==> src/rtl/cv32e40p_rf_checkpoint_sequencer.sv <==
// rtl/cv32e40p_rf_checkpoint_sequencer.sv - GPR shadow and setback/restore/PC recovery sequencer
module cv32e40p_rf_checkpoint_sequencer #(
  parameter int NUM_REGS = 32
) (
  input  logic        clk_i,
  input  logic        rst_ni,
  input  logic        capture_en_i,
  input  logic        core_regfile_we_a_i,
  input  logic        core_regfile_we_b_i,
  input  logic [5:0]  core_regfile_waddr_a_i,
  input  logic [5:0]  core_regfile_waddr_b_i,
  input  logic [31:0] core_regfile_wdata_a_i,
  input  logic [31:0] core_regfile_wdata_b_i,
  input  logic [31:0] core_backup_pc_i,
  input  logic        core_backup_branch_i,
  input  logic [31:0] core_backup_branch_addr_i,
  input  logic        recovery_req_i,
  output logic        recovery_busy_o,
  output logic        recovery_done_o,
  output logic        setback_o,
  output logic        recover_o,
  output logic        regfile_we_a_o,
  output logic        regfile_we_b_o,
  output logic [5:0]  regfile_waddr_a_o,
  output logic [5:0]  regfile_waddr_b_o,
  output logic [31:0] regfile_wdata_a_o,
  output logic [31:0] regfile_wdata_b_o,
  output logic        pc_recover_o,
  output logic [31:0] recovery_program_counter_o,
  output logic        recovery_branch_o,
  output logic [31:0] recovery_branch_addr_o
);

  localparam int HALF = NUM_REGS / 2;
  localparam int IDX_W = (NUM_REGS > 2) ? $clog2(NUM_REGS) : 1;
  localparam logic [3:0] LAST = 4'(HALF - 1);

  typedef enum logic [1:0] {IDLE, SETBACK, RESTORE, PC} state_t;

  state_t      state, state_nxt;
  logic [3:0]  cnt;
  logic [31:0] shadow [NUM_REGS];
  logic [31:0] pc_q;
  logic        branch_q;
  logic [31:0] branch_addr_q;
  logic        capture;
  logic [IDX_W-1:0] idx_a;
  logic [IDX_W-1:0] idx_b;

  // Shadow only tracks the core while idle, so recovery restores a frozen snapshot
  assign capture = (state == IDLE) && capture_en_i;
  assign idx_a   = IDX_W'({cnt, 1'b0});
  assign idx_b   = IDX_W'({cnt, 1'b1});

  assign recovery_program_counter_o = pc_q;
  assign recovery_branch_o          = branch_q;
  assign recovery_branch_addr_o     = branch_addr_q;

  // State register and restore pair counter
  always_ff @(posedge clk_i or negedge rst_ni) begin
    if (!rst_ni) begin
      state <= IDLE;
      cnt   <= '0;
    end else begin
      state <= state_nxt;
      if (state == RESTORE && cnt != LAST) cnt <= cnt + 4'd1;
      else                                 cnt <= '0;
    end
  end

  // Latch the core PC/branch backup on request acceptance; held until the next one
  always_ff @(posedge clk_i or negedge rst_ni) begin
    if (!rst_ni) begin
      pc_q          <= '0;
      branch_q      <= 1'b0;
      branch_addr_q <= '0;
    end else if (state == IDLE && recovery_req_i) begin
      pc_q          <= core_backup_pc_i;
      branch_q      <= core_backup_branch_i;
      branch_addr_q <= core_backup_branch_addr_i;
    end
  end

  // Shadow register file; entry 0 is never written, port B wins address collisions
  always_ff @(posedge clk_i or negedge rst_ni) begin
    if (!rst_ni) begin
      for (int i = 0; i < NUM_REGS; i++) shadow[i] <= '0;
    end else if (capture) begin
      for (int i = 1; i < NUM_REGS; i++) begin
        if (core_regfile_we_b_i && core_regfile_waddr_b_i == 6'(i))
          shadow[i] <= core_regfile_wdata_b_i;
        else if (core_regfile_we_a_i && core_regfile_waddr_a_i == 6'(i))
          shadow[i] <= core_regfile_wdata_a_i;
      end
    end
  end

  // Next-state and decoded outputs; restore port values are zero outside RESTORE
  always_comb begin
    state_nxt         = state;
    recovery_busy_o   = 1'b0;
    recovery_done_o   = 1'b0;
    setback_o         = 1'b0;
    recover_o         = 1'b0;
    pc_recover_o      = 1'b0;
    regfile_we_a_o    = 1'b0;
    regfile_we_b_o    = 1'b0;
    regfile_waddr_a_o = '0;
    regfile_waddr_b_o = '0;
    regfile_wdata_a_o = '0;
    regfile_wdata_b_o = '0;
    case (state)
      IDLE: begin
        if (recovery_req_i) state_nxt = SETBACK;
      end
      SETBACK: begin
        recovery_busy_o = 1'b1;
        setback_o       = 1'b1;
        state_nxt       = RESTORE;
      end
      RESTORE: begin
        recovery_busy_o   = 1'b1;
        recover_o         = 1'b1;
        regfile_we_a_o    = (cnt != 4'd0);
        regfile_we_b_o    = 1'b1;
        regfile_waddr_a_o = {1'b0, cnt, 1'b0};
        regfile_waddr_b_o = {1'b0, cnt, 1'b1};
        regfile_wdata_a_o = (cnt == 4'd0) ? 32'd0 : shadow[idx_a];
        regfile_wdata_b_o = shadow[idx_b];
        if (cnt == LAST) state_nxt = PC;
      end
      PC: begin
        recovery_busy_o = 1'b1;
        recover_o       = 1'b1;
        pc_recover_o    = 1'b1;
        recovery_done_o = 1'b1;
        state_nxt       = IDLE;
      end
      default: state_nxt = IDLE;
    endcase
  end

endmodule

==> config.mk <==
export PLATFORM = sky130hd
export DESIGN_NAME = cv32e40p_rf_checkpoint_sequencer
export DESIGN_NICKNAME = d
export VERILOG_FILES = /design/src/rtl/cv32e40p_rf_checkpoint_sequencer.sv
export SDC_FILE = /design/constraint.sdc
export NUM_CORES = 2
export LEC_CHECK = 0
export BUFFER_PORTS_ARGS = -buffer_cell sky130_fd_sc_hd__buf_2
export CORE_MARGIN = 2
export CORE_UTILIZATION = 41
export CTS_CLUSTER_DIAMETER = 200
export DETAILED_ROUTE_END_ITERATION = 8
export GPL_TIMING_DRIVEN = 0
export HOLD_SLACK_MARGIN = 0.02
export SLEW_MARGIN = 20
export SYNTH_ARGS = -nofsm -noshare
export SYNTH_HDL_FRONTEND = slang
export SYNTH_SLANG_ARGS = --single-unit
==> constraint.sdc <==
create_clock -name clk_i -period 3.92 [get_ports clk_i]
set_input_delay 0.784 -clock clk_i [delete_from_list [all_inputs] [get_ports clk_i]]
set_output_delay 0.784 -clock clk_i [all_outputs]
set_load 0.02 [all_outputs]
# Word level (Yosys, flattened, before mapping)
# Index checks and enable logic that the tools add are counted.
# W data, S select, Z words.
totals:
  register_bits: 1063
  inputBits: 147
  out_inout_bits: 148
  elab_cells: 326
classes:
  n_addsub: 1
  order_cmp: 2
  n_eq_ne: 69
  n_mux: 83
  bitwise_logic: 2
  n_reduce_logical: 133
op_table:
  columns: ["op", "count"]
  rows:
  - ["$mux W32", 69]
  - ["$bmux W32 S5", 2]
  - ["$eq A6 B5 Y1 const B", 32]
  - ["$eq A6 B4 Y1 const B", 16]
  - ["$logic_and A1 B1 Y1", 65]
  - ["$reduce_and A2 Y1", 32]
  - ["$reduce_bool A2 Y1", 31]
  - ["$eq A6 B3 Y1 const B", 8]
  - ["$eq A6 B2 Y1 const B", 4]
  - ["$eq A6 B1 Y1 const B", 2]
  - ["$ge A6 B6 Y1 const B", 2]
  - ["$not A5 Y6", 2]
  - ["$mux W5", 2]
  - ["$pmux W2 S4", 1]
  - ["$mux W1", 6]
  - ["$add A4 B1 Y4 const B", 1]
  - ["$eq A2 B2 Y1 const B", 2]
  - ["$eq A4 B4 Y1 const B", 1]
  - ["$logic_not A4 Y1", 1]
  - ["$mux W2", 2]
  - ["$mux W4", 1]
  - ["$ne A4 B4 Y1 const B", 1]
  - ["$reduce_bool A4 Y1", 1]
  - ["$reduce_or A3 Y1", 1]
  - ["other kinds (5)", 5]

# Logic depth before layout (Yosys ltp)
logic_depth:
  ltp_word: 6
  depth_mapped: 12
  mapped_depth_nobuf: 6

# Least setup slack after synthesis
# OpenSTA, ideal clock, no wires.
synth_path:
  path_type: "register to output"
  startpoint: "register cnt[1]"
  endpoint: "output port regfile_wdata_a_o[22]"
  arrival_time_ns: 2.430
  required_ns: 3.136
  path_slack_ns: 0.706
  path_stages_with_launch: 13
  n_path_buf: 6
  cell_sequence: "dfrtp_1 buf_2 buf_2 buf_2 inv_2 buf_2 ha_1 nand2b_1 nand2b_1 buf_2 clkbuf_1 o32ai_1 a221o_1"
synth_between:
  elab_chain_cells: 6
  word_cells_on_any_way: 7
synth_lines:
  columns: ["element", "line", "text"]
  rows:
  - ["from (decl)", "41", "logic [3:0] cnt;"]
  - ["from (signal assigned)", "66", "if (state == RESTORE && cnt != LAST) cnt <= cnt + 4'd1;"]
  - ["$not A5 Y6 (not written as such)", "128", "regfile_wdata_a_o = (cnt == 4'd0) ? 32'd0 : shadow[idx_a];"]
  - ["$bmux W32 S5", "128", null]
  - ["$mux W32 (not written as such) (2 in series)", "128", null]
  - ["$mux W32 *", "128", null]
  - ["$mux W32 *", "112", "case (state)"]
  - ["to (decl)", "26", "output logic [31:0] regfile_wdata_a_o,"]
# Every way passes the cells marked *; elsewhere a longest branch is shown, timed or not. The select of a mux whose other input is x is not followed.

# Final worst setup path
layout_path:
  startpoint: "register cnt[0]"
  endpoint: "output port regfile_wdata_a_o[21]"
# The elaborated chain is that of the path after synthesis.

==> metrics.cfg <==
[routing]
wl_mm = 221
final_antenna_net_count = 0
wl_per_cell_um = 31.4
viasPerCell = 5.89
drc = 0
first_pass_iters = 5
vias = 41600
drt_iter0_markers = 3544

[pwr]
p_int_uw = 25100
p_sw_frac = 0.315
power.switching_uw = 11600
p_clk_frac = 0.340
pwr-share-seq = 0.377
p_leak_uw = 0.0344
power.density_nw_per_um2 = 490
power_uw = 36700
vdd_ir_drop_max_mv = 0.498
p_comb_frac = 0.284

[setup_path]
rr_worst_depth = 7
path_class = reg -> out
critPathLaunchType = flip-flop
crit_required_ps = 3140
crit_path_start = cnt[0]
r2r_slack_ps = 810
critPathCaptureType = output port
r2r_end = shadow[340]
rr_startpoint = state[0]
worstSetupEndpoint = regfile_wdata_a_o[21]
path_max_fanout = 7
critPathArrivalTime_ps = 3160

[synth]
yosys_warnings = 32
yosysMostFrequentCell = mux2_2
ys_seq_area_frac = 0.417
synth_commonest_cells = mux2_2, dfrtp_1, mux2_4
synthMuxAreaShare = 0.480
yosys.area_share.xor_xnor = 0.000274
synth.distinct_cells = 42
synth_edf_count = 0
ys.flop_type = dfrtp_1
synth_top_family_by_area = multiplexers
synthAdderAreaFrac = 0.00137
syn_area_per_cell_um2 = 14.4
syn_area_um2 = 63900
yosysTopAreaCellShare = 0.417
synthCells = 4443
synth_seq_cells = 1063
synth_top_cell_by_area = dfrtp_1
synth_compound_area_frac = 0.0293
async_flop_share = 1.00
synth_area_leaders = dfrtp_1, mux2_2, mux2_4, mux4_2, clkbuf_1
synthSimpleGateAreaFrac = 0.0247

[clock_tree]
clockBufferDepth = 3
path_clk_slew_ps = 60
clk_latency_ps = 790
numCtsBuffers = 131
cts_tree = done
clockRootBuffer = clkbuf_16
h-tree-depth = 4
cts_sinks = 1063

[timing]
min_period_ps = 3950
fin_crit_sh = 1.01
finalWorstSetupSlack_ps = -28.0
setup_viol = 5
fin_skew_ps = 27.5
final_max_slew_viol_count = 0
worst_pin_slew_ps = 1030
fin_tns_setup_ps = -66.5
hold_viol = 0
maxSlewHeadroom = 0.313
fin_hold_ws_ps = 231
fmaxAchievable_mhz = 253
rsz0062_at_grt = true

[floorplan]
coreArea_um2 = 154000
dieHeight_um = 399
rows = 144
die_w_um = 399
die_area_um2 = 159000
io_pins = 295
initial_core_util = 0.414

[placed_design]
gp_congestion = 0.916
dpl.hpwl_mm = 157
port_buffers = 291
placed_area_um2 = 68200

[min_path]
worstHoldPathType = in -> reg
hold_start = core_backup_pc_i[14]

[flow_run]
max_cap_violations = 0

[global_routing]
grt_max_degree = 127
grt_pass1_wl_mm = 317
grt-ovfl-total = 0
grt_pass1_vias = 42600
grt.total_usage = 0.276
antenna_found_initial = 16

[final_layout]
final_nets = 5063
drive_above_1_share = 0.660
syn_to_final_growth_pct = 17.2
design_area_um2 = 74900

[run_status]
outcome = finished, violations left
violations = negative setup slack

-- repair_timing --
action,4_1_cts,5_1_grt
endpoints found under the setup margin,73,49
resized for setup,408,91
hold buffers,1,0
cloned,6,1
setup buffers,19,9
hold endpoints to repair,53,0
pin swaps,10,16
-- placed cells by master, fill, tap and decap left out, drive strengths merged, types with 4 or more instances in the layout --
cell type | netlist | routed
and2 | 8 | 8
clkinv | 0 | 21
ha | 7 | 7
dfrtp | 1063 | 1063
mux2 | 2053 | 2053
nand3 | 64 | 64
nand2 | 5 | 5
mux4 | 193 | 193
o32ai | 31 | 31
bufinv | 0 | 7
clkbuf | 263 | 454
mux2i | 94 | 94
buf | 264 | 598
a221o | 31 | 31
diode | 0 | 8
nand2b | 4 | 4
o22ai | 33 | 33
nor2 | 7 | 7
nor2b | 71 | 71
a21oi | 34 | 34
nor3 | 62 | 62
a22oi | 31 | 31
inv | 51 | 54
a211oi | 63 | 63
-- layout make-up --
type	instances	area (um2)
clock buffer	196	3910
sequential	1063	26600
timing repair buffer	335	2310
multi-input combinational	2804	35200
antenna	8	20.0
inverter	51	206
buffer	523	3640
fill	13500	79500
clock inverter	32	420
tap	2044	2560
-- logic make-up (layout without fill, tap and decap cells) --
group | Yosys count | count (layout)
flip-flops | 1063 | 1063
adder cells (fa/ha/maj) | 7 | 7
buffers and inverters | 578 | 1137
other | 1 | 11
AND/OR/NAND/NOR | 227 | 227
XOR/XNOR | 2 | 2
AO/OA/AOI/OAI | 225 | 225
multiplexers | 2340 | 2340
-- flip-flops by register name, indices dropped and copies added, names as in the netlist --
name / count
recovery_branch_addr_o: 32
state: 2
recovery_program_counter_o: 32
shadow: 992
cnt: 4
recovery_branch_o: 1
-- layer usage --
metal,vias up,track usage,routed length (um)
met5,-,0,85
met4,12,0.110,9260
met3,450,0.0701,17900
met2,1665,0.421,99000
met1,22000,0.377,95100
li1,17400,-,-
-- stage by stage --
stage           util  cells  worst slack, ps
2_1_floorplan      -   4445              706
3_3_place_gp   0.440   6780           -23150
3_5_place_dp   0.442   6791             -975
4_1_cts        0.482   7042            -69.8
5_1_grt        0.485   7048            -60.1
6_report       0.485   7056            -28.0
-- power by group through the flow --
stage / registers (uW) / logic [uW] / clock network (uW)
2_1_floorplan: 14000 / 5530 / 0
3_3_place_gp: 13900 / 8860 / 0
3_5_place_dp: 13900 / 9050 / 0
4_1_cts: 13800 / 10200 / 12600
5_1_grt: 14000 / 10900 / 13100
6_report: 13800 / 10400 / 12500
-- how the worst min path moves through the flow --
stage               depth (start not counted)  slack [ps]                              to
finish                                      2         230  recovery_program_counter_o[14]
global route                                2         200   recovery_program_counter_o[9]
CTS                                         2         180   recovery_program_counter_o[9]
detailed placement                          1         490       recovery_branch_addr_o[3]
global placement                            1         480                     shadow[124]
floorplan                                   1         470                     shadow[100]
-- worst max-delay path: stages (launching register included) --
cell and delay (ps):
dfrtp_2 500, buf_8 190, buf_12 140, buf_12 130, inv_4 50, ha_4 130
nand2b_4 60, nand2b_4 100, buf_12 170, clkbuf_16 210, o32ai_2 80, a221o_2 430
buf_6 170
(Power assumes the default switching activity.)
